==> config.mk <==
export PLATFORM = sky130hd
export DESIGN_NAME = lock_input_ctrl
export DESIGN_NICKNAME = d
export VERILOG_FILES = /design/src/rtl/lock_input_ctrl.sv
export SDC_FILE = /design/constraint.sdc
export NUM_CORES = 1
export LEC_CHECK = 0
export ABC_AREA = 1
export CORE_UTILIZATION = 55
export DETAILED_ROUTE_END_ITERATION = 12
export PLACE_DENSITY = 0.75
export SETUP_SLACK_MARGIN = 0.1
export SYNTH_ARGS = -nofsm -noshare
export SYNTH_HDL_FRONTEND = slang
export SYNTH_SLANG_ARGS = --single-unit
==> constraint.sdc <==
create_clock -name clk -period 3.6 [get_ports clk]
set_input_delay 0.72 -clock clk [delete_from_list [all_inputs] [get_ports clk]]
set_output_delay 0.72 -clock clk [all_outputs]
set_load 0.01 [all_outputs]
==> src/rtl/lock_input_ctrl.sv <==
// Button front end: sync, debounce, priority command pulses, failed-attempt lockout.
// Define LOCK_INPUT_ESCALATE_EN to double each consecutive lockout, up to 8x.
module lock_input_ctrl #(
   parameter int DEBOUNCE_CYCLES = 500000,
   parameter int MAX_FAIL        = 3,
   parameter int LOCKOUT_CYCLES  = 50000000
) (
   input  logic       clk,
   input  logic       rst,
   input  logic       btn_enter,
   input  logic       btn_clr,
   input  logic       btn_change,
   input  logic       attempt_done,
   input  logic       attempt_ok,
   output logic       enter_p,
   output logic       clr_p,
   output logic       change_p,
   output logic       locked_out,
   output logic [2:0] fail_count
);

   localparam int CW = $clog2(DEBOUNCE_CYCLES);
`ifdef LOCK_INPUT_ESCALATE_EN
   localparam int TW = $clog2(LOCKOUT_CYCLES + 1) + 3;
`else
   localparam int TW = $clog2(LOCKOUT_CYCLES + 1);
`endif
   localparam logic [CW-1:0] CNT_LAST = CW'(DEBOUNCE_CYCLES - 1);
   localparam logic [2:0]    FAIL_MAX = 3'(MAX_FAIL);

   typedef enum logic {NORMAL, LOCKED} state_t;

   state_t        state, state_n;
   logic [2:0]    btn, sync1, sync2, deb, deb_d;
   logic [2:0]    rise, pend, pend_n, grant;
   logic [CW-1:0] cnt [3];
   logic [2:0]    fail_n;
   logic [TW-1:0] timer, timer_n, lock_len;
   logic          lock_now, mask;

   // bit 0 = clr, 1 = enter, 2 = change; lower index wins arbitration
   assign btn  = {btn_change, btn_enter, btn_clr};
   assign rise = deb & ~deb_d;

   always_ff @(posedge clk or posedge rst) begin
      if (rst) begin
         sync1 <= '0;
         sync2 <= '0;
         deb   <= '0;
         deb_d <= '0;
         for (int i = 0; i < 3; i++) cnt[i] <= '0;
      end else begin
         sync1 <= btn;
         sync2 <= sync1;
         deb_d <= deb;
         for (int i = 0; i < 3; i++) begin
            if (sync2[i] == deb[i]) begin
               cnt[i] <= '0;
            end else if (cnt[i] == CNT_LAST) begin
               deb[i] <= ~deb[i];
               cnt[i] <= '0;
            end else begin
               cnt[i] <= cnt[i] + CW'(1);
            end
         end
      end
   end

`ifdef LOCK_INPUT_ESCALATE_EN
   logic [1:0] esc, esc_n;

   assign lock_len = TW'(LOCKOUT_CYCLES) << esc;

   always_ff @(posedge clk or posedge rst) begin
      if (rst) esc <= '0;
      else     esc <= esc_n;
   end
`else
   assign lock_len = TW'(LOCKOUT_CYCLES);
`endif

   always_comb begin
      state_n  = state;
      fail_n   = fail_count;
      timer_n  = timer;
      lock_now = 1'b0;
`ifdef LOCK_INPUT_ESCALATE_EN
      esc_n    = esc;
`endif
      case (state)
         NORMAL: begin
            if (attempt_done) begin
               if (attempt_ok) begin
                  fail_n = '0;
`ifdef LOCK_INPUT_ESCALATE_EN
                  esc_n  = '0;
`endif
               end else begin
                  fail_n = fail_count + 3'd1;
                  if (fail_n == FAIL_MAX) begin
                     state_n  = LOCKED;
                     timer_n  = lock_len - TW'(1);
                     lock_now = 1'b1;
`ifdef LOCK_INPUT_ESCALATE_EN
                     esc_n    = (esc == 2'd3) ? esc : esc + 2'd1;
`endif
                  end
               end
            end
         end
         LOCKED: begin
            if (timer == '0) begin
               state_n = NORMAL;
               fail_n  = '0;
            end else begin
               timer_n = timer - TW'(1);
            end
         end
      endcase
   end

   // enter/change are dropped from the very edge that starts a lockout
   assign mask = (state == LOCKED) | lock_now;

   always_comb begin
      grant = '0;
      if (pend[0])               grant[0] = 1'b1;
      else if (pend[1] && !mask) grant[1] = 1'b1;
      else if (pend[2] && !mask) grant[2] = 1'b1;
      pend_n = (pend & ~grant) | rise;
      if (mask) pend_n[2:1] = 2'b00;
   end

   always_ff @(posedge clk or posedge rst) begin
      if (rst) begin
         state      <= NORMAL;
         timer      <= '0;
         fail_count <= '0;
         locked_out <= 1'b0;
         pend       <= '0;
         clr_p      <= 1'b0;
         enter_p    <= 1'b0;
         change_p   <= 1'b0;
      end else begin
         state      <= state_n;
         timer      <= timer_n;
         fail_count <= fail_n;
         locked_out <= (state_n == LOCKED);
         pend       <= pend_n;
         clr_p      <= grant[0];
         enter_p    <= grant[1];
         change_p   <= grant[2];
      end
   end

endmodule

==> qor.txt, run 1 <==
Int Power - 1956 uW
GRT Overall Usage - 23.61%
cts bufs inserted - 9
# port buffers - 13
number of flops mapped to enable cells by yosys - 0
final global-route overflow total - 0
Buf+Inv Stages, Crit Path - 1
number of buffers added to fix hold violations after cts - 0
CTS Sinks - 105
CTS tree - yes
fraction of the cycle the final worst path needs - 64.94%
Yosys warning total - 0
Max Cap Viol - 0
synthesized flop and latch total - 105
top-level I/O count - 14
1st-pass router iterations - 5
Synth Net Count - 792
via count of the first global-routing pass - 4746
leakage dissipation - 0.002875 uW
category of the worst setup path capture point - primary output
number of buffers inserted to repair setup after CTS - 0
clock latency at the later pin of the worst-skew pair - 0.38 ns
fill cell instance count of the final layout - 927
sw power - 1264 uW
Routed Antenna Nets - 0
signed area change from the synthesized netlist to the final layout - 7.859%
Routed Wire Length - 11.91 mm
number of instances in the synthesized netlist - 778
Mapped Avg Cell Area - 7.551 um^2
clock root buffer master - clkbuf_8
proportion of power drawn by combinational gates - 30.6%
Main synth FF type - dfrtp_1
critical path's slowest cell - dfrtp_1
clock group share of total power - 22.9%
initial antenna violation count - 0
Period minus WS final - 2.338 ns
average wire per standard cell - 12.67 um
count of different cell masters after synthesis - 34
post-detail-place hpwl - 8.991 mm
residual DRC count - 0
pin slew with the least headroom to its limit - 0.6552 ns
width of the chip - 105.3 um
die height - 105.3 um
number of vias in the routed layout - 4884
share of cells above drive strength 1 - 8.085%
first-pass GRT wire length - 21.09 mm
Vias/cell - 5.196
initial core utilization - 56.90%
maximum clock insertion buffer count - 2
register share of total power - 46.5%
number of hold violations in the final report - 0
total number of nets in the final design - 813
flop-to-flop setup slack - 1.48 ns
startpoint type of the worst setup path - flop
library cell with the largest summed area after synthesis - dfrtp_1
data arrival time of the worst path - 1.62 ns
proportion of register bits with asynchronous set or reset after synthesis - 100.0%
headroom to the max-slew limit - 56.32%
area of the mapped netlist - 5874 um^2
required time of the worst setup path - 2.88 ns
sequential share of the synthesized area - 44.73%
cell types with the largest area share after synthesis - dfrtp_1 45%, nand2_1 12%, nor2_1 10%
accumulated negative setup slack - 0 ns
number of levels the H-tree was split into - 3
last weighted congestion value of the routability-driven placer - 0.8787
Peak Freq - 427.7 MHz
Post-CTS Resized - 0
run status - completed
number of failing setup endpoints in the final timing report - 0
Final Max Tran Viols - 0
Die Footprint - 11100 um^2
count of antenna diodes in the layout - 0
classification of the worst-slack hold path - flop to flop
peak per-stage delay on the critical path - 0.62 ns
placeable core region - 10320 um^2
cell chain of the critical path - clkdlybuf4s50_1
maximum resistive drop on vdd - 0.3197 mV
kind of cell with the highest combined delay on the critical path - flip-flops
clock-pin slew on the worst setup and hold paths - 0.11 ns
number of rows in the core area - 37
clock tree skew after final layout - 0.009204 ns
Detailed Route Iter0 Violations - 235
top fanout value on the critical path - 12
unrepaired setup endpoints after global routing - false
area share of the largest cell type after synthesis - 44.73%
largest net degree at the start of global routing - 55
Crit Path Class - flop to primary output
Switching Share - 39.26%
Cell Pwr Density - 508.2 nW/um^2
Tot Pwr - 3220 uW
==> area by class of cell <==
type	instances	area, um^2	area share, %
clock buffers	10	137.6	2.172
clock inverters	6	70.07	1.106
inverters	97	374.1	5.904
multi-input cells	567	2781	43.90
flip-flops and latches	105	2628	41.47
well taps	136	170.2	2.686
repair buffers	19	175.2	2.765
==> final timing paths <==
path | startpoint | to | cells after the start
setup reg to reg | state | timer[18] | 9
max in group asynchronous | rst | cnt[13] | 3
min in group asynchronous | rst | cnt[50] | 2
hold / removal | sync1[1] | sync2[1] | 0
setup / recovery | state | locked_out | 1
hold reg to reg | sync1[1] | sync2[1] | 0
==> worst reg2reg max path, cell delays in order, from the launching register on <==
cell	delay, ns
dfrtp_1	0.55
buf_4	0.29
nand2_1	0.09
nor2_1	0.05
nand3_2	0.10
nor2_4	0.05
nor2_4	0.48
buf_4	0.29
nand4_1	0.09
nand2_1	0.08
==> cells in the final DEF (no fill, tap or decap), drive strengths merged <==
master	Yosys	layout
a22oi	2	2
and3	2	2
xor2	29	29
nand2	192	192
nand4	24	24
o21a	1	1
clkinv	1	5
nor3b	4	4
nor3	20	20
nand3	68	68
clkdlybuf4s50	0	13
xnor2	5	5
dfrtp	105	105
nor2	169	169
ha	7	7
inv	96	98
o21ai	32	32
o22ai	1	1
buf	7	6
nand3b	4	4
clkbuf	2	10
a21oi	7	7
==> registers in the layout, indices dropped and copies added (netlist names) <==
| register | flops |
|---|---|
| clr_p | 1 |
| cnt | 57 |
| state | 1 |
| deb | 3 |
| timer | 26 |
| fail_count | 3 |
| sync1 | 3 |
| enter_p | 1 |
| change_p | 1 |
| pend | 3 |
| sync2 | 3 |
| deb_d | 3 |
==> cells in the mapped netlist, types with 3 or more instances <==
cell type	instances
nand2_1	180
nor2_1	161
dfrtp_1	105
inv_1	93
nand3_1	67
xor2_1	29
nand4_1	24
nor3_1	19
o21ai_2	17
o21ai_0	13
nand2_2	11
a21oi_1	7
ha_1	7
nor2_4	5
xnor2_1	5
nand3b_1	4
nor3b_1	4
buf_6	3
nor2_2	3
==> routing by layer <==
metal  up-vias  part of all wire (%)  track usage, %
li1       2493                     -               -
met5         -                     0               0
met2        94                    50           41.31
met1      2284                    45           29.70
met3        13                   3.8           4.205
met4         0                   1.1           7.344
==> kinds of logic (layout without fill, tap and decap cells) <==
kind of cell,count (synthesis),count (layout),synth area share (%)
xor gates and xnor gates,34,34,5.069
adders and majority gates,7,7,1.491
DFF,105,105,44.73
buffers and inverters,106,132,7.923
AOI/OAI and AO/OA,43,43,4.899
and+or+nand+nor,483,483,35.89
==> per-stage QoR <==
stage	cells	setup slack (ns)	hold WS, ns	cell area (um^2)	util [%]
finish	940	1.262	0.3607	6336	61.37
global route	940	1.155	0.3678	6336	61.37
CTS	940	1.233	0.3637	6336	61.37
detailed placement	924	0.9695	0.3363	6128	59.36
global placement	924	0.9737	0.3363	6128	59.36
floorplan	778	0.1195	0.3312	5874	-
==> power groups by stage <==
stage          clock, uW  combinational (uW)  sequential (uW)
6_report             738                 986             1500
2_1_floorplan          0                 842             1460
5_1_grt              810                1130             1520
3_3_place_gp           0                 942             1510
3_5_place_dp           0                 983             1520
4_1_cts              768                 989             1500
Power figures use the tool's default switching activity.
==> run 2: changes to the inputs <==
Clock period 3.6 ns to 2.1 ns, I/O delays scaled along.
==> run 2 against run 1 <==
Hold slack worse by 0.061 ns. Die area is the same. Cell count increased by 0.21%. Wire length up 6.2%. Register-to-register slack lost 1.2 ns. Total power up 72%. Sequential power is 70% higher. Combinational power is 78% higher. Via count rose by 3.5%.
==> qor.txt, run 2 (same netlist as run 1, synthesis figures left out) <==
die height - 105.3 um
Detailed Route Iter0 Violations - 399
Int Power - 3331 uW
clock tree skew after final layout - 0.01151 ns
most common cell after layout, fill and taps aside - nand2_1
Peak Freq - 526.3 MHz
proportion of power drawn by combinational gates - 31.9%
clock root buffer master - clkbuf_8
count of antenna diodes in the layout - 0
cell chain of the critical path - clkdlybuf4s50_1
Vias/cell - 5.364
largest net degree at the start of global routing - 62
maximum resistive drop on vdd - 0.7675 mV
number of buffers inserted to repair setup after CTS - 0
Routed Antenna Nets - 0
top fanout value on the critical path - 4
min setup slack post-route - 0.1999 ns
maximum clock insertion buffer count - 2
Routed Wire Length - 12.65 mm
Period minus WS final - 1.900 ns
CTS tree - yes
number of hold violations in the final report - 0
average wire per standard cell - 13.43 um
data arrival time of the worst path - 1.48 ns
kind of cell with the highest combined delay on the critical path - buffers and inverters
classification of the worst-slack hold path - input port to async pin
flip-flop count of the largest register, all copies and words added - 57
final global-route overflow total - 0
Crit path depth - 1
Cell Pwr Density - 870.0 nW/um^2
footprint of the flip-flops and latches - 2628 um^2
number of rows in the core area - 37
signed area change from the synthesized netlist to the final layout - 8.094%
pin slew with the least headroom to its limit - 0.5448 ns
total number of nets in the final design - 815
GRT Overall Usage - 25.07%
fraction of the cycle the final worst path needs - 90.48%
residual DRC count - 0
1st-pass router iterations - 5
number of failing setup endpoints in the final timing report - 0
Max Cap Viol - 0
initial core utilization - 56.90%
via count of the first global-routing pass - 4899
Crit Path Class - flop to primary output
clock group share of total power - 21.9%
register containing the most flip-flops in the final layout - cnt
last weighted congestion value of the routability-driven placer - 0.9259
initial antenna violation count - 0
largest registers - cnt (57), timer (26)
Setup Slack @ Placement - 0.04443 ns
Die Footprint - 11100 um^2
commonest non-fill, non-tap cells in the layout - 179 x nand2_1, 159 x nor2_1, 105 x dfrtp_1, 92 x inv_1, 67 x nand3_1
first-pass GRT wire length - 22.12 mm
fill cell instance count of the final layout - 938
Buf+Inv Stages, Crit Path - 1
category of the worst setup path capture point - primary output
CTS Sinks - 105
peak per-stage delay on the critical path - 0.59 ns
cts bufs inserted - 9
leakage dissipation - 0.002876 uW
width of the chip - 105.3 um
share of cells above drive strength 1 - 8.561%
accumulated negative setup slack - 0 ns
area taken by multi-input logic gates - 2789 um^2
required time of the worst setup path - 1.68 ns
headroom to the max-slew limit - 63.40%
post-detail-place hpwl - 9.537 mm
clock-pin slew on the worst setup and hold paths - 0.10 ns
Final Max Tran Viols - 0
top-level I/O count - 14
Worst R2R Path Depth - 8
# port buffers - 13
Switching Share - 39.71%
sw power - 2193 uW
number of vias in the routed layout - 5053
unrepaired setup endpoints after global routing - false
number of levels the H-tree was split into - 3
critical path's slowest cell - clkdlybuf4s50_1
placeable core region - 10320 um^2
startpoint type of the worst setup path - flop
run status - completed
clock latency at the later pin of the worst-skew pair - 0.39 ns
register share of total power - 46.2%
[run 2: routing by layer]
layer | routed length, um | track usage (%)
met1 | 5623 | 32.16
met3 | 670 | 6.061
met2 | 6194 | 41.87
met4 | 161 | 7.847
met5 | 0 | 0
[run 2: final timing paths]
path	startpoint	to	slack, ns
max in group asynchronous	rst	cnt[2]	1.22
min in group clk	sync1[1]	sync2[1]	0.36
setup reg to reg	fail_count[1]	timer[24]	0.27
hold / removal	rst	sync1[0]	0.30
setup / recovery	state	locked_out	0.20
hold reg to reg	sync1[1]	sync2[1]	0.36
[run 2: cell type report]
type	count	area share, %
Multi-Input combinational cell	567	43.92
Sequential cell	105	41.38
Inverter	97	5.911
Timing Repair Buffer	21	3.192
Tap cell	136	2.680
Clock buffer	10	2.010
Clock inverter	6	0.9064
[run 2: through the flow]
| stage | area (um^2) | hold WS [ns] | power, uW | utilization [%] | cells |
|---|---|---|---|---|---|
| final | 6350 | 0.2992 | 5524 | 61.51 | 942 |
| after global routing | 6350 | 0.2930 | 5905 | 61.51 | 942 |
| after CTS | 6342 | 0.2807 | 5555 | 61.43 | 942 |
| after detailed placement | 6157 | 0.3363 | 4331 | 59.64 | 926 |
| after global placement | 6157 | 0.3321 | 4243 | 59.64 | 926 |
| after floorplan | 5878 | 0.3312 | 3954 | - | 778 |
[run 2: timing repair]
action                     CTS  global route
gates resized for setup      0             3
setup endpoints to repair    0            13
hold buffers                 0             0
[run 2: power by group through the flow]
stage | Combinational [uW] | Clock, uW | Sequential [uW]
detailed placement | 1750 | 0 | 2580
finish | 1760 | 1210 | 2550
floorplan | 1440 | 0 | 2510
global route | 1990 | 1340 | 2580
global placement | 1670 | 0 | 2570
CTS | 1760 | 1250 | 2540
